==> config.mk <==
export PLATFORM = sky130hd
export DESIGN_NAME = tone_synth_ctrl
export DESIGN_NICKNAME = d
export VERILOG_FILES = /design/src/rtl/tone_synth_ctrl.sv
export SDC_FILE = /design/constraint.sdc
export NUM_CORES = 1
export LEC_CHECK = 0
export BUFFER_PORTS_ARGS = -buffer_cell sky130_fd_sc_hd__buf_2
export CAP_MARGIN = 20
export CORE_MARGIN = 2
export CORE_UTILIZATION = 50
export CTS_BUF_LIST = sky130_fd_sc_hd__clkbuf_2
export DETAILED_ROUTE_END_ITERATION = 10
export PLACE_DENSITY = 0.71
export SLEW_MARGIN = 20
export SYNTH_ARGS = -nofsm -noshare
export SYNTH_HDL_FRONTEND = slang
export SYNTH_SLANG_ARGS = --single-unit
==> constraint.sdc <==
create_clock -name clk -period 4.4 [get_ports clk]
set_input_delay 0.66 -clock clk [delete_from_list [all_inputs] [get_ports clk]]
set_output_delay 0.66 -clock clk [all_outputs]
set_load 0.01 [all_outputs]
==> src/rtl/tone_synth_ctrl.sv <==
// Key code to note frequency, with the square-wave tone synthesised by a fractional-N accumulator.
// Optional octave shift compiled in when TONE_OCTAVE_EN is defined.
module tone_synth_ctrl #(
  parameter int CLK_HZ      = 50_000_000,
  parameter int KEY_W       = 8,
  parameter int FREQ_W      = 9,
  parameter int NUM_KEYS    = 8,
  parameter int SUSTAIN_CYC = 5_000_000
) (
  input  logic              clk,
  input  logic              reset,
  input  logic [KEY_W-1:0]  buttons,
  input  logic [1:0]        octave,
  output logic              tone_out,
  output logic [FREQ_W+2:0] freq_out,
  output logic              active
);
  localparam int ACC_W = $clog2(CLK_HZ) + 1;
  localparam int SUS_W = (SUSTAIN_CYC > 1) ? $clog2(SUSTAIN_CYC) : 1;
  localparam logic [SUS_W-1:0] SUS_LAST = SUS_W'((SUSTAIN_CYC > 0) ? SUSTAIN_CYC - 1 : 0);
  localparam logic [ACC_W-1:0] HALF = ACC_W'(CLK_HZ / 2);
  localparam int TABLE_HZ [16] = '{0, 220, 247, 262, 294, 330, 349, 392, 440,
                                   0, 0, 0, 0, 0, 0, 0};

  typedef enum logic [1:0] {IDLE, PLAY, SUSTAIN} state_t;

  state_t            state;
  logic [KEY_W-1:0]  key_q;
  logic [KEY_W-1:0]  cur_key;
  logic [1:0]        cur_oct;
  logic [1:0]        oct_sel;
  logic [ACC_W-1:0]  acc;
  logic [SUS_W-1:0]  sus_cnt;
  logic [FREQ_W-1:0] base_f;
  logic [FREQ_W+2:0] eff_f;
  logic              is_note;
  logic              new_note;
  logic [ACC_W-1:0]  acc_sum;
  logic [ACC_W-1:0]  acc_next;
  logic              wrap;

`ifdef TONE_OCTAVE_EN
  logic [1:0] oct_q;
  always_ff @(posedge clk or posedge reset) begin
    if (reset) oct_q <= 2'b0;
    else       oct_q <= octave;
  end
  assign oct_sel = oct_q;
`else
  logic unused_octave;
  assign unused_octave = ^octave;
  assign oct_sel = 2'b0;
`endif

  // Codes outside 1..NUM_KEYS, and table holes, read 0 and count as rest.
  always_comb begin
    base_f = '0;
    if (key_q != '0 && key_q <= KEY_W'(NUM_KEYS))
      base_f = FREQ_W'(TABLE_HZ[key_q[3:0]]);
  end

  assign eff_f    = (FREQ_W+3)'(base_f) << oct_sel;
  assign is_note  = (base_f != '0);
  assign new_note = (key_q != cur_key) || (oct_sel != cur_oct);

  // Phase step: wrapping at half the clock rate toggles the output, so the mean rate is exactly freq_out.
  assign acc_sum  = acc + ACC_W'(freq_out);
  assign wrap     = (acc_sum >= HALF);
  assign acc_next = wrap ? (acc_sum - HALF) : acc_sum;

  always_ff @(posedge clk or posedge reset) begin
    if (reset) begin
      key_q    <= '0;
      cur_key  <= '0;
      cur_oct  <= 2'b0;
      state    <= IDLE;
      acc      <= '0;
      sus_cnt  <= '0;
      tone_out <= 1'b0;
      freq_out <= '0;
      active   <= 1'b0;
    end else begin
      key_q <= buttons;
      case (state)
        IDLE: begin
          if (is_note) begin
            state    <= PLAY;
            active   <= 1'b1;
            freq_out <= eff_f;
            cur_key  <= key_q;
            cur_oct  <= oct_sel;
            acc      <= '0;
            tone_out <= 1'b0;
          end
        end
        PLAY: begin
          if (is_note && new_note) begin
            freq_out <= eff_f;
            cur_key  <= key_q;
            cur_oct  <= oct_sel;
            acc      <= '0;
          end else if (is_note || SUSTAIN_CYC != 0) begin
            if (!is_note) begin
              state   <= SUSTAIN;
              sus_cnt <= '0;
            end
            acc <= acc_next;
            if (wrap) tone_out <= ~tone_out;
          end else begin
            state    <= IDLE;
            active   <= 1'b0;
            freq_out <= '0;
            acc      <= '0;
            tone_out <= 1'b0;
          end
        end
        SUSTAIN: begin
          if (is_note) begin
            state    <= PLAY;
            sus_cnt  <= '0;
            freq_out <= eff_f;
            cur_key  <= key_q;
            cur_oct  <= oct_sel;
            acc      <= '0;
          end else if (sus_cnt == SUS_LAST) begin
            state    <= IDLE;
            active   <= 1'b0;
            sus_cnt  <= '0;
            freq_out <= '0;
            acc      <= '0;
            tone_out <= 1'b0;
          end else begin
            sus_cnt <= sus_cnt + 1'b1;
            acc     <= acc_next;
            if (wrap) tone_out <= ~tone_out;
          end
        end
        default: state <= IDLE;
      endcase
    end
  end

  // A note at or above half the clock rate cannot be represented by the accumulator.
  assert property (@(posedge clk) disable iff (reset) is_note |-> (ACC_W'(eff_f) < HALF));

endmodule
==> qor.txt, run 1 <==
Starting Density -> 51.3%
Antenna Nets Post-Route -> 0
Via count -> 4785
Relative slew slack -> 43.7%
Top achievable clock speed -> 241 MHz
Max Fanout on Critical Path -> 18
Setup violators final -> 0
DR iter-0 viols -> 309
Outcome -> finished, final reports clean
Crit-path cells -> ha_1 -> inv_1 -> fa_1 -> nand2b_1 -> a211oi_4 -> nor3_2 -> or3_4 -> nor3_2 -> xnor2_1 -> o211a_1 -> a21bo_1 -> buf_12 -> a31o_1 -> and3_1 -> o22a_1
Layout cell share with drive strength beyond 1 -> 13.1%
VDD IR-drop max -> 312 uV
Final Instance Area -> 5960 sq um
Yosys Warn Count -> 0
Vias/cell -> 5.94
Gr ovfl total -> 0
Die Y -> 110 um
Flops & latches, synth -> 79
DRT Pass-1 Iters -> 5
Clock Latency Late Sink -> 0.58 ns
Leak -> 2.51 nW
CP endpoint kind -> flip-flop
CTS H-tree depth -> 3
Setup Skew -> 0.0272 ns
Syn-to-layout area delta -> 6.72%
Mapped cell area -> 5590 sq um
Worst Max-Slew Pin Slew -> 0.844 ns
First-pass GRT wire length -> 21.1 mm
Most frequent CP cell -> nor3_2
MaxCap Viol Count -> 0
Largest net degree at the start of global routing -> 58
Final GP Congestion -> 0.930
Most common library cells after synthesis -> dfrtp_1, nand2_1, nor2_1, a21oi_1, o21ai_0
N_diodes -> 0
Period utilization -> 94.4%
Initial antenna violation count -> 0
Number of synthesized flops with an enable pin -> 0
Number of max-slew violations in the final report -> 0
Overall power -> 1.91 mW
Die area -> 12000 sq um
I/O pin cnt -> 26
Cells after Synth -> 643
Post-cts sizing count -> 0
RSZ-0062 raised after global routing -> no
Die X -> 110 um
Cell accounting for the most synthesized area -> dfrtp_1
Count leader, synth -> dfrtp_1
Setup TNS -> 0 ns
Clk Tree Root Cell -> clkbuf_2
Min Tclk post-route -> 4.15 ns
Hold_buf cts -> 0
Pre-CTS WS -> 0.314 ns
Final #Nets -> 694
Num CTS Buffers -> 9
Worst path max stage delay -> 0.44 ns
Final worst slack -> 0.246 ns
Top cells by area, synth -> dfrtp_1, nand2_1, xor2_1, ha_1, a21oi_1
Crit Path Category -> reg -> reg
Fraction of registers with async set/reset -> 100%
Worst hold margin -> 0.170 ns
DRC -> 0
Power per cell area -> 320 nW/um^2
Sequential area share after synthesis -> 35.4%
Synth unique cells -> 84
Final Hold Violating Endpoints -> 0
Area share of the largest cell type after synthesis -> 35.4%
I/O Buffers -> 20
Clock-pin slew on the worst setup and hold paths -> 0.23 ns
Maximum number of buffers from clock root to sink -> 2
Area of placed instances -> 5840 sq um
Data required, critical path -> 4.88 ns
Startpoint Class -> flip-flop
Post-route insts no fill -> 806
CP max stage cell -> dfrtp_1
Final wirelength -> 12.7 mm
Core area -> 10900 sq um
Most used DFF post-synth -> dfrtp_1
CTS tree -> built
Sink Count -> 79
WL per Instance -> 15.8 um
Post-CTS Setup Bufs -> 0
Placed cells -> 790
Data arrival, critical path -> 4.63 ns
Finished Core Util -> 54.8%
Delay-heaviest family, CP -> compound AO/OA/AOI/OAI gates
Vias in the first global route -> 4486
Mean post-synth cell area -> 8.69 sq um
Hold Crit Class -> in -> async
Worst path bufs/invs -> 2
Dpl hpwl -> 9.34 mm
Rows -> 38
Gr usage total -> 22.0%
-- final cells by class --
cell class / count / area (sq um)
clock buffers: 9 / 45.0
repair buffers: 38 / 248
flip-flops and latches: 79 / 1980
clock inverters: 7 / 80.1
fillers: 1021 / 4920
inverters: 23 / 88.8
well taps: 140 / 175
multi-input cells: 510 / 3350
-- routing by layer --
| layer | vias up | global-route usage, % | share of wire [%] |
|---|---|---|---|
| met1 | 2277 | 30.1 | 46 |
| met3 | 22 | 3.85 | 5.7 |
| met4 | 0 | 5.61 | 1.5 |
| met5 | - | 0 | 0 |
| li1 | 2351 | - | - |
| met2 | 135 | 36.1 | 46 |
-- cells in the final DEF (no fill, tap or decap), drive strengths merged, types with 11 or more instances in the layout --
master and count:
nand2 80, inv 26, ha 20, or3 12, o31ai 15, xor2 32
a21oi 46, dfrtp 79, o21ai 46, nor2 51, and3 11, nor3 14
xnor2 19, nand3 22, buf 38
-- registers in the layout (all words and copies together), names as in the netlist --
register	count
acc	27
sus_cnt	23
freq_out	9
state	2
key_q	8
tone_out	1
cur_key	8
active	1
-- kinds of logic (layout without fill, tap and decap cells) --
group	count (synthesis)	in the layout	share of synthesized area, %
mux	11	11	2.15
fa+ha+maj	21	21	4.84
xor+xnor	51	51	7.99
other cells	1	3	0.0671
buf+inv	56	77	4.81
compound gates	183	183	22.6
simple gates	241	241	22.2
flops	79	79	35.4
-- path summary, 6_finish.rpt --
kind | end | slack [ns] | start | cells past startpoint
setup / recovery | acc[10] | 0.25 | freq_out[0] | 15
setup reg to reg | acc[10] | 0.25 | freq_out[0] | 15
hold / removal | sus_cnt[2] | 0.17 | reset | 2
min in group clk | key_q[3] | 0.18 | buttons[3] | 1
max in group asynchronous | acc[6] | 3.45 | reset | 3
hold reg to reg | acc[8] | 0.52 | acc[8] | 2
-- power by group --
group,internal (mW),switching [mW]
registers,0.797,0.0607
logic,0.213,0.408
clock network,0.140,0.288
total,1.15,0.757
Power figures use the tool's default switching activity.
==> run 2, diff against run 1 <==
--- a/config.mk
+++ b/config.mk
@@ -12,6 +12,7 @@
 export CTS_BUF_LIST = sky130_fd_sc_hd__clkbuf_2
 export DETAILED_ROUTE_END_ITERATION = 10
 export PLACE_DENSITY = 0.71
+export REMOVE_ABC_BUFFERS = 1
 export SLEW_MARGIN = 20
 export SYNTH_ARGS = -nofsm -noshare
 export SYNTH_HDL_FRONTEND = slang
==> run 2 against run 1 <==
Final area up 0.21%. Critical path depth down 1. Critical endpoint is now acc[25]. Total power up 2.2%. Via count about the same. Register-to-register slack worse by 0.02 ns. Die area unchanged. Critical path type unchanged. Worst setup slack worse by 0.019 ns. Clock power up 9.8%. Hold slack worse by 0.027 ns. Combinational power about the same.
==> qor.txt, run 2 (same netlist as run 1, synthesis figures left out) <==
Outcome -> finished, final reports clean
Area of placed instances -> 5830 sq um
DR iter-0 viols -> 341
Data required, critical path -> 4.91 ns
Largest registers -> acc x27, sus_cnt x23, freq_out x9
Max Fanout on Critical Path -> 9
Syn-to-layout area delta -> 6.94%
Num CTS Buffers -> 9
Final Hold Violating Endpoints -> 0
VDD IR-drop max -> 292 uV
Fill count -> 990
I/O pin cnt -> 26
Via count -> 4784
Core area -> 10900 sq um
Number of max-slew violations in the final report -> 0
Die X -> 110 um
CP max stage cell -> or4_1
Vias/cell -> 5.95
Setup violators final -> 0
Gr ovfl total -> 0
N_diodes -> 0
Hold Crit Class -> in -> async
Power per cell area -> 326 nW/um^2
Worst Max-Slew Pin Slew -> 0.867 ns
RSZ-0062 raised after global routing -> no
Initial antenna violation count -> 0
CTS H-tree depth -> 3
Leak -> 2.51 nW
I/O Buffers -> 20
WL per Instance -> 16.1 um
CTS tree -> built
Worst hold margin -> 0.143 ns
Min Tclk post-route -> 4.17 ns
Final #Nets -> 693
Vias in the first global route -> 4738
R2R Path Start -> freq_out[0]
Hold_buf cts -> 0
Setup Skew -> 0.0394 ns
Antenna Nets Post-Route -> 0
Reg2reg path depth -> 14
Crit Path Category -> reg -> reg
Die area -> 12000 sq um
Clock-pin slew on the worst setup and hold paths -> 0.25 ns
Cell depth of the worst setup path -> 14
Setup TNS -> 0 ns
CP startpoint -> freq_out[0]
Biggest register -> acc
Top achievable clock speed -> 240 MHz
Setup crit end -> acc[25]
DRC -> 0
Crit-path cells -> ha_1 -> inv_1 -> fa_1 -> nand2b_1 -> a211oi_4 -> nor3_2 -> or3_4 -> nor3b_2 -> a31oi_1 -> or3_1 -> or4_1 -> a21bo_1 -> mux2_2 -> o22ai_2
DRT Pass-1 Iters -> 5
Dpl hpwl -> 9.49 mm
Final wirelength -> 12.9 mm
Flop2flop setup slack -> 0.23 ns
Startpoint Class -> flip-flop
Period utilization -> 94.9%
Worst path max stage delay -> 0.56 ns
MaxCap Viol Count -> 0
Most frequent cells in the layout -> dfrtp_1, nand2_1, nor2_1, a21oi_1, o21ai_0
Final Instance Area -> 5980 sq um
First-pass GRT wire length -> 22.2 mm
Data arrival, critical path -> 4.69 ns
Clock Latency Late Sink -> 0.56 ns
Gr usage total -> 23.3%
Relative slew slack -> 42.2%
R2r endpoint -> acc[25]
CP endpoint kind -> flip-flop
Delay-heaviest family, CP -> simple AND/OR/NAND/NOR gates
Clk Tree Root Cell -> clkbuf_2
Commonest non-fill, non-tap cell in the layout -> dfrtp_1
Rows -> 38
Maximum number of buffers from clock root to sink -> 2
Final worst slack -> 0.227 ns
Worst path bufs/invs -> 1
Final GP Congestion -> 0.946
Starting Density -> 51.3%
Die Y -> 110 um
Sink Count -> 79
Largest net degree at the start of global routing -> 42
Layout cell share with drive strength beyond 1 -> 13.3%
Pre-CTS WS -> 0.276 ns
Largest register FFs -> 27
## run 2: cell types whose count changed in the layout (fill, tap and decap cells not counted), sizes merged
| cell | delta |
|---|---|
| clkinvlp | -1 |
| bufinv | +1 |
| inv | -1 |
| buf | -1 |
## run 2: metrics by stage
| stage | power, mW | utilization (%) | std cells |
|---|---|---|---|
| global placement | 1.47 | 53.6 | 789 |
| floorplan | 1.28 | - | 612 |
| finish | 1.95 | 54.9 | 804 |
| detailed placement | 1.49 | 53.6 | 789 |
| CTS | 1.96 | 54.8 | 804 |
| global route | 2.08 | 54.9 | 804 |
## run 2: power breakdown
group | internal (mW) | total, mW | leakage [nW] | switching (mW)
sequential | 0.797 | 0.859 | 1.07 | 0.0612
clock | 0.191 | 0.469 | 0.0832 | 0.278
combinational | 0.212 | 0.622 | 1.36 | 0.410
## run 2: cell type report
cell class,count,area [sq um],area share (%)
clock inverter,6,91.3,1.53
multi-input combinational,510,3360,56.2
timing repair buffer,37,240,4.02
clock buffer,9,45.0,0.754
tap,140,175,2.93
sequential,79,1980,33.1
inverter,23,87.6,1.47
## run 2: worst register-to-register path: cells and delay by family, from the launching register on
kind	cells	cell delay (ns)
multiplexers	1	0.27
buffers and inverters	1	0.07
flip-flops	1	0.43
AND/OR/NAND/NOR	6	2.05
AO/OA/AOI/OAI	4	0.70
adder cells (fa/ha/maj)	2	0.62
## run 2: layer usage
layer  GRT usage (%)  wire (um)  vias up
met5               0          0        -
met4            7.59        221        0
met3            4.09        617       18
met2            38.9       6220      119
met1            30.6       5880     2292
li1                -          -     2355
## run 2: how the worst min path moves through the flow
stage	end	depth (start not counted)	from
floorplan	acc[2]	2	acc[2]
global placement	acc[8]	2	acc[8]
detailed placement	acc[8]	2	acc[8]
CTS	acc[26]	2	reset
global route	key_q[1]	1	buttons[1]
finish	acc[23]	2	reset
## run 2: repair_timing
item	in CTS	in global routing
gates resized for setup	0	3
setup buffers	0	0
endpoints found under the hold margin	0	0
setup endpoints to repair	0	3
==> run 3, diff against run 2 <==
==> constraint.sdc (replaced) <==
create_clock -name clk -period 4.4 [get_ports clk]
set_input_delay 0.88 -clock clk [delete_from_list [all_inputs] [get_ports clk]]
set_output_delay 0.88 -clock clk [all_outputs]
set_load 0.01 [all_outputs]
==> run 3 against run 2 <==
Clock power fell by 17%. Count of clock-buffer cells in the layout unchanged. Via count up 0.46%. Largest power group unchanged.
==> qor.txt, run 3 (same netlist as run 1, synthesis figures left out) <==
Outcome -> finished, final reports clean
Data arrival, critical path -> 4.69 ns
Final Instance Area -> 5970 sq um
Maximum number of buffers from clock root to sink -> 2
Worst path bufs/invs -> 1
Max Fanout on Critical Path -> 9
Leak -> 2.53 nW
Hold Crit Class -> in -> async
Largest registers -> acc x27, sus_cnt x23, freq_out x9
WL per Instance -> 16.2 um
Final Hold Violating Endpoints -> 0
Setup Skew -> 0.0340 ns
Finished Core Util -> 54.8%
I/O Buffers -> 20
Crit-path cells -> ha_1 -> inv_1 -> fa_1 -> nand2b_1 -> a211oi_4 -> nor3_2 -> or3_4 -> nor3b_2 -> a31oi_1 -> or3_1 -> or4_1 -> a21bo_1 -> mux2_2 -> o22ai_2
Die X -> 110 um
Vias in the first global route -> 4812
DR iter-0 viols -> 302
MaxCap Viol Count -> 0
Via count -> 4806
DRT Pass-1 Iters -> 4
Overall power -> 1.88 mW
Post-route insts no fill -> 808
CTS H-tree depth -> 3
Num CTS Buffers -> 9
Number of max-slew violations in the final report -> 0
Clock-pin slew on the worst setup and hold paths -> 0.26 ns
Power per cell area -> 316 nW/um^2
CP max stage cell -> or4_1
Startpoint Class -> flip-flop
DRC -> 0
Core area -> 10900 sq um
Gr usage total -> 23.4%
Die area -> 12000 sq um
Commonest non-fill, non-tap cell in the layout -> dfrtp_1
I/O pin cnt -> 26
Top achievable clock speed -> 239 MHz
CTS tree -> built
Data required, critical path -> 4.92 ns
Starting Density -> 51.3%
Clock Latency Late Sink -> 0.57 ns
Largest net degree at the start of global routing -> 58
Crit Path Category -> reg -> reg
Dpl hpwl -> 9.50 mm
First-pass GRT wire length -> 22.4 mm
Final wirelength -> 13.1 mm
Delay-heaviest family, CP -> simple AND/OR/NAND/NOR gates
RSZ-0062 raised after global routing -> no
Placed cells -> 792
Layout cell share with drive strength beyond 1 -> 13.8%
Clk Tree Root Cell -> clkbuf_2
Multi-input logic area -> 3370 sq um
Most frequent cells in the layout -> dfrtp_1, nand2_1, nor2_1, a21oi_1, o21ai_0
Worst path max stage delay -> 0.55 ns
Largest register FFs -> 27
Setup TNS -> 0 ns
Sink Count -> 79
Final #Nets -> 696
VDD IR-drop max -> 296 uV
Syn-to-layout area delta -> 6.74%
Hold_buf cts -> 0
Area of placed instances -> 5840 sq um
Final GP Congestion -> 0.911
Vias/cell -> 5.95
Biggest register -> acc
Min Tclk post-route -> 4.18 ns
Reg2reg path depth -> 14
Period utilization -> 94.9%
Gr ovfl total -> 0
Cell depth of the worst setup path -> 14
Rows -> 38
CP endpoint kind -> flip-flop
FF/Latch Area -> 1980 sq um
Fill count -> 993
Initial antenna violation count -> 0
Die Y -> 110 um
Relative slew slack -> 39.9%
Worst Max-Slew Pin Slew -> 0.901 ns
N_diodes -> 0
Antenna Nets Post-Route -> 0
Setup violators final -> 0
[run 3: cell types whose count changed in the layout (fill, tap and decap cells not counted), moves of 2 or more]
cell	change
buf_4	+4
inv_8	+2
bufinv_16	-2
clkinv_4	+2
[run 3: final timing paths]
path,end,start,slack [ns]
max reg2reg,acc[25],freq_out[0],0.22
max,acc[25],freq_out[0],0.22
min in group clk,key_q[3],buttons[3],0.39
max in group asynchronous,sus_cnt[5],reset,3.23
min,sus_cnt[20],reset,0.38
min reg2reg,acc[6],acc[6],0.52
[run 3: final cells by class]
cell class	instances	area share, %
clock buffer	9	0.755
clock inverter	7	1.05
inverter	23	1.49
multi-input combinational	510	56.4
sequential	79	33.1
tap	140	2.94
timing repair buffer	40	4.19
[run 3: report_power, final]
group | leakage, nW | switching [mW] | internal, mW | total [mW]
Combinational | 1.39 | 0.418 | 0.219 | 0.636
Sequential | 1.07 | 0.0618 | 0.797 | 0.859
Clock | 0.0707 | 0.300 | 0.0888 | 0.389
[run 3: what timing repair did]
item                       CTS  global route
buffers inserted             0             0
resized for setup            0             5
setup endpoints to repair    0             3
[run 3: per-stage QoR]
stage,setup WS [ns],hold slack (ns)
2_1_floorplan,0.491,0.454
3_3_place_gp,0.374,0.469
3_5_place_dp,0.242,0.475
4_1_cts,0.181,0.349
5_1_grt,0.0247,0.329
6_report,0.224,0.383
[run 3: per-layer routing]
| metal | share of wire [%] | global-route usage (%) | vias to the layer above |
|---|---|---|---|
| met1 | 46 | 30.3 | 2302 |
| li1 | - | - | 2365 |
| met4 | 1.6 | 6.87 | 0 |
| met5 | 0 | 0 | - |
| met3 | 4.5 | 4.62 | 20 |
| met2 | 48 | 39.6 | 119 |
